--- src/rtl/lcd_pkg.sv ---
// Shared 7-segment definitions for the display encoder and the lcd_dec decoder.
// Segment order is {a,b,c,d,e,f,g}, with segment a in bit 6.
package lcd_pkg;

    localparam logic [6:0] SEG_0     = 7'h7E;
    localparam logic [6:0] SEG_1     = 7'h30;
    localparam logic [6:0] SEG_2     = 7'h6D;
    localparam logic [6:0] SEG_3     = 7'h79;
    localparam logic [6:0] SEG_4     = 7'h33;
    localparam logic [6:0] SEG_5     = 7'h5B;
    localparam logic [6:0] SEG_6     = 7'h5F;
    localparam logic [6:0] SEG_7     = 7'h70;
    localparam logic [6:0] SEG_8     = 7'h7F;
    localparam logic [6:0] SEG_9     = 7'h7B;
    localparam logic [6:0] SEG_BLANK = 7'h00;

    typedef enum logic [1:0] {
        EMPTY,
        HAVE_ONES,
        HAVE_TENS,
        FULL
    } state_t;

    // Returns {legal, bcd}. Blank and all unlisted patterns are illegal.
    function automatic logic [4:0] seg2bcd(input logic [6:0] code);
        logic [4:0] res;
        res = 5'b0_0000;
        case (code)
            SEG_0: res = 5'b1_0000;
            SEG_1: res = 5'b1_0001;
            SEG_2: res = 5'b1_0010;
            SEG_3: res = 5'b1_0011;
            SEG_4: res = 5'b1_0100;
            SEG_5: res = 5'b1_0101;
            SEG_6: res = 5'b1_0110;
            SEG_7: res = 5'b1_0111;
            SEG_8: res = 5'b1_1000;
            SEG_9: res = 5'b1_1001;
            default: res = 5'b0_0000;
        endcase
        return res;
    endfunction

endpackage

--- src/rtl/lcd_seg_filter.sv ---
// Per-digit-position stability filter: fires once when STABLE_CNT consecutive samples match.
// Fire is combinational with the qualifying sample; clr restarts the count between pairs.
module lcd_seg_filter #(
    parameter int STABLE_CNT = 3
) (
    input  logic       clk,
    input  logic       reset_n,
    input  logic       clr,
    input  logic       smp,
    input  logic [6:0] code,
    output logic       fire
);

    localparam logic [3:0] TARGET = 4'(STABLE_CNT);

    logic [6:0] last_q;
    logic [3:0] cnt_q;
    logic [3:0] cnt_nxt;

    // Count saturates at TARGET so a long stable run fires only once.
    always_comb begin
        cnt_nxt = cnt_q;
        if (smp) begin
            if (code == last_q && cnt_q != 4'd0)
                cnt_nxt = (cnt_q == TARGET) ? cnt_q : cnt_q + 4'd1;
            else
                cnt_nxt = 4'd1;
        end
    end

    assign fire = smp && (cnt_nxt == TARGET) && (cnt_q != TARGET);

    always_ff @(posedge clk or negedge reset_n) begin
        if (!reset_n) begin
            last_q <= 7'd0;
            cnt_q  <= 4'd0;
        end else if (clr) begin
            last_q <= 7'd0;
            cnt_q  <= 4'd0;
        end else if (smp) begin
            last_q <= code;
            cnt_q  <= cnt_nxt;
        end
    end

endmodule

--- src/rtl/lcd_dec.sv ---
// Decodes streamed 7-segment digits into a two-digit binary value (0-99); latency 1 cycle
// (STABLE_CNT samples + 1 with SEG_STABLE_FILTER_EN). seg_ready drops while a result waits.
module lcd_dec
    import lcd_pkg::*;
#(
    parameter int STABLE_CNT = 3
) (
    input  logic       clk,
    input  logic       reset_n,
    input  logic       seg_valid,
    output logic       seg_ready,
    input  logic       seg_digit,
    input  logic [6:0] seg_code,
    output logic       out_valid,
    input  logic       out_ready,
    output logic [6:0] bin_out,
    output logic       err
);

    if (STABLE_CNT < 2 || STABLE_CNT > 15) begin : g_bad_cnt
        $error("lcd_dec: STABLE_CNT must be 2..15");
    end

    state_t     state_q;
    state_t     state_nxt;
    logic [3:0] ones_q;
    logic [3:0] tens_q;
    logic       err_nxt;
    logic       accept;
    logic       dig_vld;
    logic       dig_legal;
    logic [3:0] dig_bcd;
    logic       out_hs;

    assign accept    = seg_valid && seg_ready;
    assign out_hs    = out_valid && out_ready;
    assign seg_ready = (state_q != FULL);
    assign out_valid = (state_q == FULL);
    assign {dig_legal, dig_bcd} = seg2bcd(seg_code);

`ifdef SEG_STABLE_FILTER_EN
    logic fire_ones;
    logic fire_tens;

    lcd_seg_filter #(.STABLE_CNT(STABLE_CNT)) u_flt_ones (
        .clk     (clk),
        .reset_n (reset_n),
        .clr     (out_hs),
        .smp     (accept && !seg_digit),
        .code    (seg_code),
        .fire    (fire_ones)
    );

    lcd_seg_filter #(.STABLE_CNT(STABLE_CNT)) u_flt_tens (
        .clk     (clk),
        .reset_n (reset_n),
        .clr     (out_hs),
        .smp     (accept && seg_digit),
        .code    (seg_code),
        .fire    (fire_tens)
    );

    assign dig_vld = fire_ones || fire_tens;
`else
    assign dig_vld = accept;
`endif

    always_comb begin
        state_nxt = state_q;
        err_nxt   = 1'b0;
        case (state_q)
            EMPTY, HAVE_ONES, HAVE_TENS: begin
                if (dig_vld) begin
                    if (!dig_legal) begin
                        state_nxt = EMPTY;
                        err_nxt   = 1'b1;
                    end else if (seg_digit) begin
                        state_nxt = (state_q == HAVE_ONES) ? FULL : HAVE_TENS;
                    end else begin
                        state_nxt = (state_q == HAVE_TENS) ? FULL : HAVE_ONES;
                    end
                end
            end
            FULL: begin
                if (out_ready) state_nxt = EMPTY;
            end
            default: state_nxt = EMPTY;
        endcase
    end

    always_ff @(posedge clk or negedge reset_n) begin
        if (!reset_n) begin
            state_q <= EMPTY;
            err     <= 1'b0;
            ones_q  <= 4'd0;
            tens_q  <= 4'd0;
        end else begin
            state_q <= state_nxt;
            err     <= err_nxt;
            if (err_nxt || out_hs) begin
                ones_q <= 4'd0;
                tens_q <= 4'd0;
            end else if (dig_vld && dig_legal) begin
                if (seg_digit) tens_q <= dig_bcd;
                else           ones_q <= dig_bcd;
            end
        end
    end

    // 9*10+9 = 99 fits in 7 bits.
    assign bin_out = 7'(tens_q) * 7'd10 + 7'(ones_q);

endmodule

--- config.mk ---
export PLATFORM = sky130hd
export DESIGN_NAME = lcd_dec
export DESIGN_NICKNAME = d
export VERILOG_FILES = /design/src/rtl/lcd_pkg.sv /design/src/rtl/lcd_seg_filter.sv /design/src/rtl/lcd_dec.sv
export SDC_FILE = /design/constraint.sdc
export NUM_CORES = 1
export LEC_CHECK = 0
export ABC_AREA = 1
export ABC_CLOCK_PERIOD_IN_PS = 2650
export BUFFER_PORTS_ARGS = -buffer_cell sky130_fd_sc_hd__buf_2
export CAP_MARGIN = 15
export CORE_UTILIZATION = 52
export CTS_CLUSTER_SIZE = 8
export DETAILED_ROUTE_END_ITERATION = 10
export GPL_TIMING_DRIVEN = 0
export PLACE_DENSITY = 0.81
export SYNTH_ARGS = -nofsm -noshare
export SYNTH_HDL_FRONTEND = slang
export SYNTH_SLANG_ARGS = --single-unit
--- constraint.sdc ---
create_clock -name clk -period 2.65 [get_ports clk]
set_input_delay 0.265 -clock clk [delete_from_list [all_inputs] [get_ports clk]]
set_output_delay 0.265 -clock clk [all_outputs]
set_load 0.03 [all_outputs]
==> impl_metrics.tcl, run 1 <==
set metrics [dict create \
    ios 22 \
    p_sw_frac 0.270 \
    syn_area_per_cell_sq_um 7.36 \
    cellLeakagePower_nw 0.722 \
    cp_top_family "adder cells" \
    ys_seq_area_frac 0.290 \
    postSynthCellCount 129 \
    cts_tree "built" \
    slowest_stage "fa_1" \
    syn_nets 149 \
    finalPower_w 0.000342 \
    routabilityCongestion 0.821 \
    numCtsBuffers 3 \
    finalSetupTns_ns 0 \
    layout_setup_ws_ns 0.0836 \
    timing.rr.start "state_q[1]$_DFFE_PN0P_" \
    async_reset_ff_frac 1.00 \
    synthFlopType "dfrtp_1" \
    final_nets 178 \
    antenna_found_initial 0 \
    setup.worst_path.class "register to output pin" \
    finalMaxSlewViolations 0 \
    p_per_area_mw_per_mm2 297 \
    drcViolationCount 0 \
    multi_input_area_sq_um 604 \
    first_pass_iters 4 \
    p_int_w 0.000249 \
    p_sw_w 0.0000924 \
    clk_latency_ns 0.26 \
    grt_start_max_net_pins 12 \
    die_area_sq_mm 0.00200 \
    pre_cts_ws_ns 0.257 \
    synth_area_sq_um 950 \
    synth_commonest_cells "nand2_1 (45), inv_1 (15), dfrtp_1 (11), nand4_1 (11), nor2_1 (10)" \
    start_util 0.550 \
    synth.most_common_cell "nand2_1" \
    portBuffers 21 \
    synth_area_leaders "dfrtp_1 (29%), nand2_1 (18%), ha_1 (7.9%), nand4_1 (7.2%), inv_1 (5.9%)" \
    drv_cap 0 \
    clk_pin_slew_worst_paths_ns 0.06 \
    status "completed" \
    core_area_sq_mm 0.00173 \
    vias_per_cell 4.97 \
    cp.arrival_ns 2.30 \
    cpMostUsedCell "ha_1" \
    rsz0062_at_grt "no" \
    ir_worst_vdd_mv 0.126 \
    synth.distinct_cells 24 \
    synth_edf_count 0 \
    clock.fmax_mhz 390 \
    drive_gt1_frac 0.268 \
    grt_pass1_vias 763 \
    crit_chain "ha_1, ha_1, fa_1, nor3b_4, xor2_1, clkbuf_4" \
    pwr-share-comb 0.182 \
    gr-total-overflow 0 \
    critPathBufInv 1 \
    cts_buffer_depth 2 \
    setup_viol_count_final 0 \
    regArea_sq_um 275 \
    hold_viol 0 \
    yosysTopAreaCellShare 0.290 \
    worst_pin_slew_ns 0.423 \
    reg2reg_depth 7 \
    worstPathRequired_ns 2.38 \
    critPathCapture "bin_out[6]" \
    worstSetupEndpointType "output pin" \
    synth-seq-cells 11 \
    die_w_microns 44.7 \
    diodes 0 \
    whs_path_depth 3 \
    die_h_microns 44.7 \
    slew_headroom 0.716 \
    reg2reg_to "ones_q[2]$_DFFE_PN0P_" \
    root_buffer "clkbuf_4" \
    num_rows 15 \
    synth_area_leader_cell "dfrtp_1" \
    path_depth 6 \
    h-tree-depth 1 \
    grt.total_usage 0.201 \
    clkPwrFrac 0.316 \
    seqPwrFrac 0.502 \
    crit_start "tens_q[1]$_DFFE_PN0P_" \
    routed_wl_microns 1920 \
    grt_first_pass_wirelength_microns 3020 \
    cp-start-kind "register" \
    num_vias 905 \
    post-route-period-util 0.968 \
    drtIter0Drc 17 \
    slowest_delay_ns 0.54 \
    clock_sinks 11 \
    reg2reg_setup_slack_ns 1.33 \
    finalCriticalPeriod_ns 2.57 \
    area_growth_pct 21.2 \
    finalClockSkew_ns 0.00296 \
    cp_max_fo 3 \
    ys_warn_count 0 \
    wl_per_cell_microns 10.6 \
    ant_nets 0 \
    hold_path.class "input pin to register" \
    fillers 161 \
    post-dp-hpwl_microns 1580 \
]
-- worst register-to-register path: cells and delay by family (launching register included) --
family / cells / cell delay [ns]
buffers and inverters: 2 / 0.38
AND/OR/NAND/NOR: 5 / 0.55
flip-flops: 1 / 0.35
-- area by class of cell --
cell class	instances	area share
plain buffers	2	0.00978
clock buffers	4	0.0228
inverters	18	0.0609
multi-input cells	98	0.525
flip-flops and latches	11	0.239
well taps	25	0.0272
repair buffers	24	0.115
-- how the worst min path moves through the flow --
stage / start / slack [ns] / end
floorplan: reset_n / -0.03 / err$_DFF_PN0_
global placement: reset_n / 0.13 / err$_DFF_PN0_
detailed placement: reset_n / 0.14 / state_q[0]$_DFFE_PN0P_
CTS: seg_valid / 0.27 / err$_DFF_PN0_
global route: seg_valid / 0.28 / err$_DFF_PN0_
finish: seg_valid / 0.27 / err$_DFF_PN0_
-- sequential cells by signal (all words and copies together), names as in the netlist --
name and count:
ones_q 4, state_q 2, tens_q 4, err 1
-- cells by family after synthesis --
logic type                 Yosys count  synth area share
adders and majority gates            8             0.121
buffers and inverters               20            0.0856
and+or+nand+nor                     81             0.404
AOI/OAI and AO/OA                    4            0.0527
xor gates and xnor gates             5            0.0461
DFF                                 11             0.290
-- per-layer routing --
| layer | share of wire | GRT usage | routed length (microns) |
|---|---|---|---|
| met5 | 0 | 0 | 0 |
| met4 | 0 | 0.0364 | 0 |
| met3 | 0.014 | 0 | 26 |
| met2 | 0.59 | 0.415 | 1130 |
| met1 | 0.40 | 0.232 | 765 |
-- through the flow --
step	instances	hold WS, ns	instance area, sq um	utilization
after floorplan	129	-0.0306	950	-
after global placement	175	0.133	1090	0.629
after detailed placement	175	0.139	1090	0.629
after CTS	180	0.268	1130	0.653
after global routing	182	0.282	1150	0.667
final	182	0.274	1150	0.667
-- cell usage in the layout, fill, tap and decap left out --
master         instances
dfrtp_1               11
xor2_1                 4
clkbuf_1               2
nand3_1                4
o22ai_1                1
a31oi_1                1
fa_1                   2
buf_2                 20
nand3_2                1
nor2_2                 3
nand2_1               45
inv_1                 15
nand2_4                2
o21bai_4               2
nor4_1                 1
clkbuf_4               4
inv_2                  2
nor3b_4                1
dlygate4sd3_1          1
nand2_2                2
xnor2_1                1
buf_4                  3
nor2_4                 1
ha_1                   6
nand4_1               11
inv_4                  1
nor2_1                10
-- timing repair --
action,4_1_cts,5_1_grt
pin swaps,0,0
gates resized for setup,1,2
hold endpoints to repair,11,0
buffers inserted,0,2
hold buffers,1,0
setup endpoints to repair,1,1
-- power by group through the flow --
| stage | combinational [W] | sequential [W] | clock [W] |
|---|---|---|---|
| floorplan | 0.0000346 | 0.000177 | 0 |
| global placement | 0.0000585 | 0.000175 | 0 |
| detailed placement | 0.0000609 | 0.000175 | 0 |
| CTS | 0.0000620 | 0.000172 | 0.000110 |
| global route | 0.0000696 | 0.000172 | 0.000122 |
| finish | 0.0000622 | 0.000171 | 0.000108 |
Power figures use the tool's default switching activity.
==> run 2, diff against run 1 <==
ABC_AREA = unset   (was 1)
PLACE_DENSITY = 0.82   (was 0.81)
==> run 2 against run 1 <==
Effect of this change:
- the run now ends with DRC left
- non-clock buffer count decreased by 3
- largest power group unchanged
- via count decreased by 11%
- register-to-register slack got worse by 0.47 ns
- sequential share of layout area increased by 2.2 points
- global-route usage increased by 5.5 points
- count of clock-buffer cells in the layout unchanged
- maximum frequency increased by 0.96%
==> impl_metrics.tcl, run 2 <==
set metrics [dict create \
    met2_length_microns 1130 \
    crit_chain "ha_1, ha_1, fa_1, nand2_1, nor2_1, xnor2_1, buf_2" \
    rsz0062_at_grt "no" \
    cts_buffer_depth 2 \
    synth_commonest_cells "dfrtp_1 (11), inv_1 (8), a21oi_1 (7)" \
    portBuffers 20 \
    antenna_found_initial 0 \
    slowest_stage "fa_1" \
    synth_fa_ha_area_frac 0.128 \
    slew_headroom 0.709 \
    violations "DRC" \
    routabilityCongestion 0.855 \
    multi_input_area_sq_um 574 \
    placed_cell_area_sq_mm 0.00102 \
    vias_per_cell 6.04 \
    timing.rr.start "state_q[1]$_DFFE_PN0P_" \
    reg2reg_to "tens_q[1]$_DFFE_PN0P_" \
    whs_path_depth 2 \
    p_int_w 0.000268 \
    postSynthCellCount 93 \
    hp-start "seg_digit" \
    synth.most_common_cell "dfrtp_1" \
    min_to "ones_q[2]$_DFFE_PN0P_" \
    ys_seq_area_frac 0.306 \
    cts_tree "built" \
    worstSetupEndpointType "output pin" \
    die_area_sq_mm 0.00190 \
    reg2reg_setup_slack_ns 0.86 \
    status "finished, violations left" \
    grt_start_max_net_pins 12 \
    setup.worst_path.class "register to output pin" \
    seqPwrFrac 0.469 \
    area_growth_pct 17.4 \
    yosysTopAreaCellShare 0.306 \
    p_sw_frac 0.307 \
    synth_area_leader_cell "dfrtp_1" \
    setup_viol_count_final 0 \
    drv_cap 0 \
    synth_edf_count 0 \
    synth-seq-cells 11 \
    die_w_microns 43.6 \
    finalClockSkew_ns 0.00420 \
    muxShareOfSynthArea 0.0501 \
    worstPathRequired_ns 2.38 \
    clkPwrFrac 0.290 \
    drcViolationCount 5 \
    cp_top_family "adder cells" \
    synth_simple_gate_area_frac 0.194 \
    cts_resized 0 \
    grt_pass1_vias 806 \
    regArea_sq_um 275 \
    wl_met1_microns 849 \
    drtIter0Drc 31 \
    async_reset_ff_frac 1.00 \
    synth.distinct_cells 39 \
    routed_wl_microns 2100 \
    final_common_cell "buf_2" \
    syn_nets 113 \
    p_sw_w 0.000118 \
    syn_area_per_cell_sq_um 9.66 \
    top_layer "met4" \
    hold_viol 0 \
    post-dp-hpwl_microns 1650 \
    routed-wl-met3_microns 108 \
    grt.total_usage 0.256 \
    final_nets 139 \
    slowest_delay_ns 0.53 \
    cp.arrival_ns 2.28 \
    cellLeakagePower_nw 0.523 \
    die_h_microns 43.6 \
    finalPower_w 0.000386 \
    clock_sinks 11 \
    largestRegisters "ones_q x4, tens_q x4, state_q x2" \
    core_area_sq_mm 0.00156 \
    synth-xor-area-share 0.0585 \
    pwr-share-comb 0.241 \
    cpMostUsedCell "ha_1" \
    layout_common_cells "buf_2 (20), dfrtp_1 (11), inv_1 (8), a21oi_1 (7)" \
    ys_warn_count 0 \
    synth_compound_area_frac 0.209 \
    fillers 124 \
    cp-start-kind "register" \
    finalInstanceArea_sq_mm 0.00105 \
    first_pass_iters 7 \
    root_buffer "clkbuf_4" \
    ant_nets 0 \
    diodes 0 \
    synth_area_sq_um 898 \
    h-tree-depth 1 \
    p_per_area_mw_per_mm2 366 \
    finalCriticalPeriod_ns 2.54 \
    num_vias 809 \
    hold_path.class "input pin to register" \
    post-route-period-util 0.959 \
    grt_first_pass_wirelength_microns 3550 \
    clk_latency_ns 0.27 \
    clk_pin_slew_worst_paths_ns 0.07 \
    ios 22 \
    synth_top_family_by_area "compound AO/OA/AOI/OAI gates" \
    finalMaxSlewViolations 0 \
    cp_max_fo 4 \
    pre_cts_ws_ns 0.403 \
    ir_worst_vdd_mv 0.278 \
    synth_area_leaders "dfrtp_1 (31%), ha_1 (8.4%), xnor2_1 (5.8%), mux2_1 (5.0%), fa_1 (4.5%)" \
    num_rows 14 \
    worst_pin_slew_ns 0.425 \
    synthFlopType "dfrtp_1" \
    drive_gt1_frac 0.271 \
    wl_per_cell_microns 15.6 \
    start_util 0.576 \
    layout_setup_ws_ns 0.108 \
    numCtsBuffers 3 \
    reg2reg_depth 4 \
    critPathBufInv 1 \
    finalSetupTns_ns 0 \
    gr-total-overflow 0 \
    clock.fmax_mhz 393 \
]
## run 2: cell families (layout without fill, tap and decap cells)
| kind of cell | after synthesis | after routing |
|---|---|---|
| AOI/OAI and AO/OA | 25 | 25 |
| xor gates and xnor gates | 6 | 6 |
| adders and majority gates | 8 | 8 |
| buffers and inverters | 10 | 35 |
| DFF | 11 | 11 |
| muxes | 4 | 4 |
| and+or+nand+nor | 29 | 29 |
## run 2: through the flow
stage,std cells,hold WS [ns],util
detailed placement,129,0.149,0.653
floorplan,93,-0.0306,-
global route,134,0.283,0.677
CTS,134,0.272,0.677
finish,134,0.283,0.677
global placement,129,0.137,0.653
## run 2: timing repair
item | in CTS | in global routing
setup buffers | 0 | 0
hold buffers | 1 | 0
endpoints found under the hold margin | 11 | 0
## run 2: cell type report
type / instances / share of cell area
plain buffers: 2 / 0.0178
inverters: 8 / 0.0285
flip-flops and latches: 11 / 0.261
repair buffers: 21 / 0.104
well taps: 16 / 0.0190
multi-input cells: 72 / 0.544
clock buffers: 4 / 0.0249
## run 2: power by group through the flow
stage | clock network [W] | registers (W) | logic, W
global route | 0.000122 | 0.000182 | 0.000102
detailed placement | 0 | 0.000184 | 0.0000910
global placement | 0 | 0.000183 | 0.0000871
floorplan | 0 | 0.000185 | 0.0000560
finish | 0.000112 | 0.000181 | 0.0000929
CTS | 0.000118 | 0.000181 | 0.0000929
## run 2: how the worst max path moves through the flow
stage	slack [ns]	depth (start not counted)	endpoint	from
final	0.11	7	bin_out[6]	tens_q[1]$_DFFE_PN0P_
after global routing	0.01	7	bin_out[6]	tens_q[1]$_DFFE_PN0P_
after CTS	0.09	7	bin_out[6]	tens_q[1]$_DFFE_PN0P_
after detailed placement	0.40	7	bin_out[6]	tens_q[1]$_DFFE_PN0P_
after global placement	0.47	7	bin_out[6]	tens_q[1]$_DFFE_PN0P_
after floorplan	0.39	6	bin_out[6]	tens_q[1]$_DFFE_PN0P_
## run 2: routing by layer
| metal | vias up | track usage |
|---|---|---|
| met2 | 25 | 0.478 |
| met5 | - | 0 |
| met3 | 2 | 0.0625 |
| met1 | 385 | 0.288 |
| met4 | 0 | 0.0625 |
| li1 | 397 | - |
==> run 3, diff against run 2 <==
PLACE_DENSITY = unset   (was 0.82)
PLACE_DENSITY_LB_ADDON = 0.25   (was unset)
==> run 3 against run 2 <==
Effect of this change:
- the run still ends with DRC left
- cell count is the same
- first-iteration DRC count shrank 9.7%
- worst setup slack gained 0.041 ns
- combinational power fell by 2.9%
- sequential power about the same
- sequential cell count stayed put
- final area is 0.24% higher
- register-to-register slack improved by 0.02 ns
- clock power about the same
- non-clock buffer count unchanged
- maximum frequency is 1.7% higher
- critical endpoint unchanged
==> impl_metrics.tcl, run 3 (same netlist as run 2, synthesis figures left out) <==
set metrics [dict create \
    status "finished, violations left" \
    violations "DRC" \
    ios 22 \
    cts_buffer_depth 2 \
    portBuffers 20 \
    largestRegisters "ones_q x4, tens_q x4, state_q x2" \
    critPathBufInv 1 \
    ant_nets 0 \
    crit_start "tens_q[1]$_DFFE_PN0P_" \
    antenna_found_initial 0 \
    worstPathRequired_ns 2.38 \
    final_nets 139 \
    drv_cap 0 \
    setup_viol_count_final 0 \
    cp_top_family "adder cells" \
    drcViolationCount 4 \
    hold_viol 0 \
    ir_worst_vdd_mv 0.299 \
    clk_pin_slew_worst_paths_ns 0.07 \
    numCtsBuffers 3 \
    routabilityCongestion 0.919 \
    finalMaxSlewViolations 0 \
    rsz0062_at_grt "no" \
    drive_gt1_frac 0.271 \
    slowest_delay_ns 0.53 \
    setup.worst_path.class "register to output pin" \
    grt_first_pass_wirelength_microns 2990 \
    timing.rr.start "state_q[1]$_DFFE_PN0P_" \
    clock_sinks 11 \
    cts_tree "built" \
    cp_max_fo 4 \
    crit_chain "ha_1, ha_1, fa_1, nand2_1, nor2_1, xnor2_1, buf_4" \
    path_depth 7 \
    clk_latency_ns 0.26 \
    area_growth_pct 17.7 \
    start_util 0.576 \
    finalSetupTns_ns 0 \
    wl_per_cell_microns 12.9 \
    die_area_sq_mm 0.00190 \
    clock.fmax_mhz 400 \
    hold_path.class "input pin to register" \
    cellLeakagePower_nw 0.523 \
    reg2reg_depth 4 \
    postCtsSetupBuffers 0 \
    worst_pin_slew_ns 0.413 \
    grt_pass1_vias 721 \
    cp.arrival_ns 2.24 \
    core_area_sq_mm 0.00156 \
    reg2reg_to "tens_q[0]$_DFFE_PN0P_" \
    p_per_area_mw_per_mm2 362 \
    critPathCapture "bin_out[6]" \
    drtIter0Drc 28 \
    slowest_stage "fa_1" \
    routed_wl_microns 1730 \
    grt_start_max_net_pins 12 \
    grt.total_usage 0.205 \
    reg2reg_setup_slack_ns 0.88 \
    num_vias 783 \
    finalCriticalPeriod_ns 2.50 \
    final_common_cell "buf_2" \
    layout_common_cells "buf_2 (19), dfrtp_1 (11), inv_1 (8), a21oi_1 (7)" \
    cpMostUsedCell "ha_1" \
    die_w_microns 43.6 \
    worstSetupEndpointType "output pin" \
    gr-total-overflow 0 \
    diodes 0 \
    root_buffer "clkbuf_4" \
    post-dp-hpwl_microns 1420 \
    whs_ns 0.272 \
    finalClockSkew_ns 0.000996 \
    slew_headroom 0.718 \
    cp-start-kind "register" \
    h-tree-depth 1 \
    die_h_microns 43.6 \
    post-route-period-util 0.944 \
    num_rows 14 \
    vias_per_cell 5.84 \
    first_pass_iters 7 \
]
[run 3: cell counts in the layout (fill, tap and decap cells not counted)]
Identical to the previous run, type by type.
[run 3: metrics by stage]
step	area, sq um	total power, W	util	setup WS, ns	cells
3_3_place_gp	1020	0.000270	0.653	0.454	129
6_report	1060	0.000383	0.678	0.149	134
3_5_place_dp	1020	0.000272	0.653	0.391	129
2_1_floorplan	898	0.000241	-	0.391	93
4_1_cts	1050	0.000382	0.677	0.108	134
5_1_grt	1060	0.000404	0.678	0.0251	134
[run 3: power by group]
part / switching [W] / internal, W
sequential: 0.00000531 / 0.000175
combinational: 0.0000561 / 0.0000341
clock: 0.0000545 / 0.0000581
[run 3: timing repair]
action / in CTS / in global routing
setup endpoints to repair: 0 / 1
gates resized for setup: 0 / 2
hold buffers: 1 / 0
endpoints found under the hold margin: 11 / 0
[run 3: metal layers]
layer,GRT usage,vias up,wire length [microns]
met4,0.0563,0,16
met1,0.280,363,804
met5,0,-,0
li1,-,395,-
met2,0.349,23,860
met3,0.0167,2,50
[run 3: worst min path at each step]
stage / from / to / slack, ns / cells after the start
3_3_place_gp: reset_n / ones_q[0]$_DFFE_PN0P_ / 0.14 / 1
5_1_grt: seg_digit / ones_q[3]$_DFFE_PN0P_ / 0.27 / 2
4_1_cts: seg_digit / ones_q[3]$_DFFE_PN0P_ / 0.27 / 2
3_5_place_dp: reset_n / ones_q[0]$_DFFE_PN0P_ / 0.14 / 1
6_report: seg_digit / ones_q[3]$_DFFE_PN0P_ / 0.27 / 2
2_1_floorplan: reset_n / err$_DFF_PN0_ / -0.03 / 0
[run 3: cell type report]
class / count / area, sq um
tap: 16 / 20.0
inverter: 8 / 30.0
multi-input combinational: 72 / 574
timing repair buffer: 21 / 113
sequential: 11 / 275
fill: 133 / 502
buffer: 2 / 18.8
clock buffer: 4 / 26.3
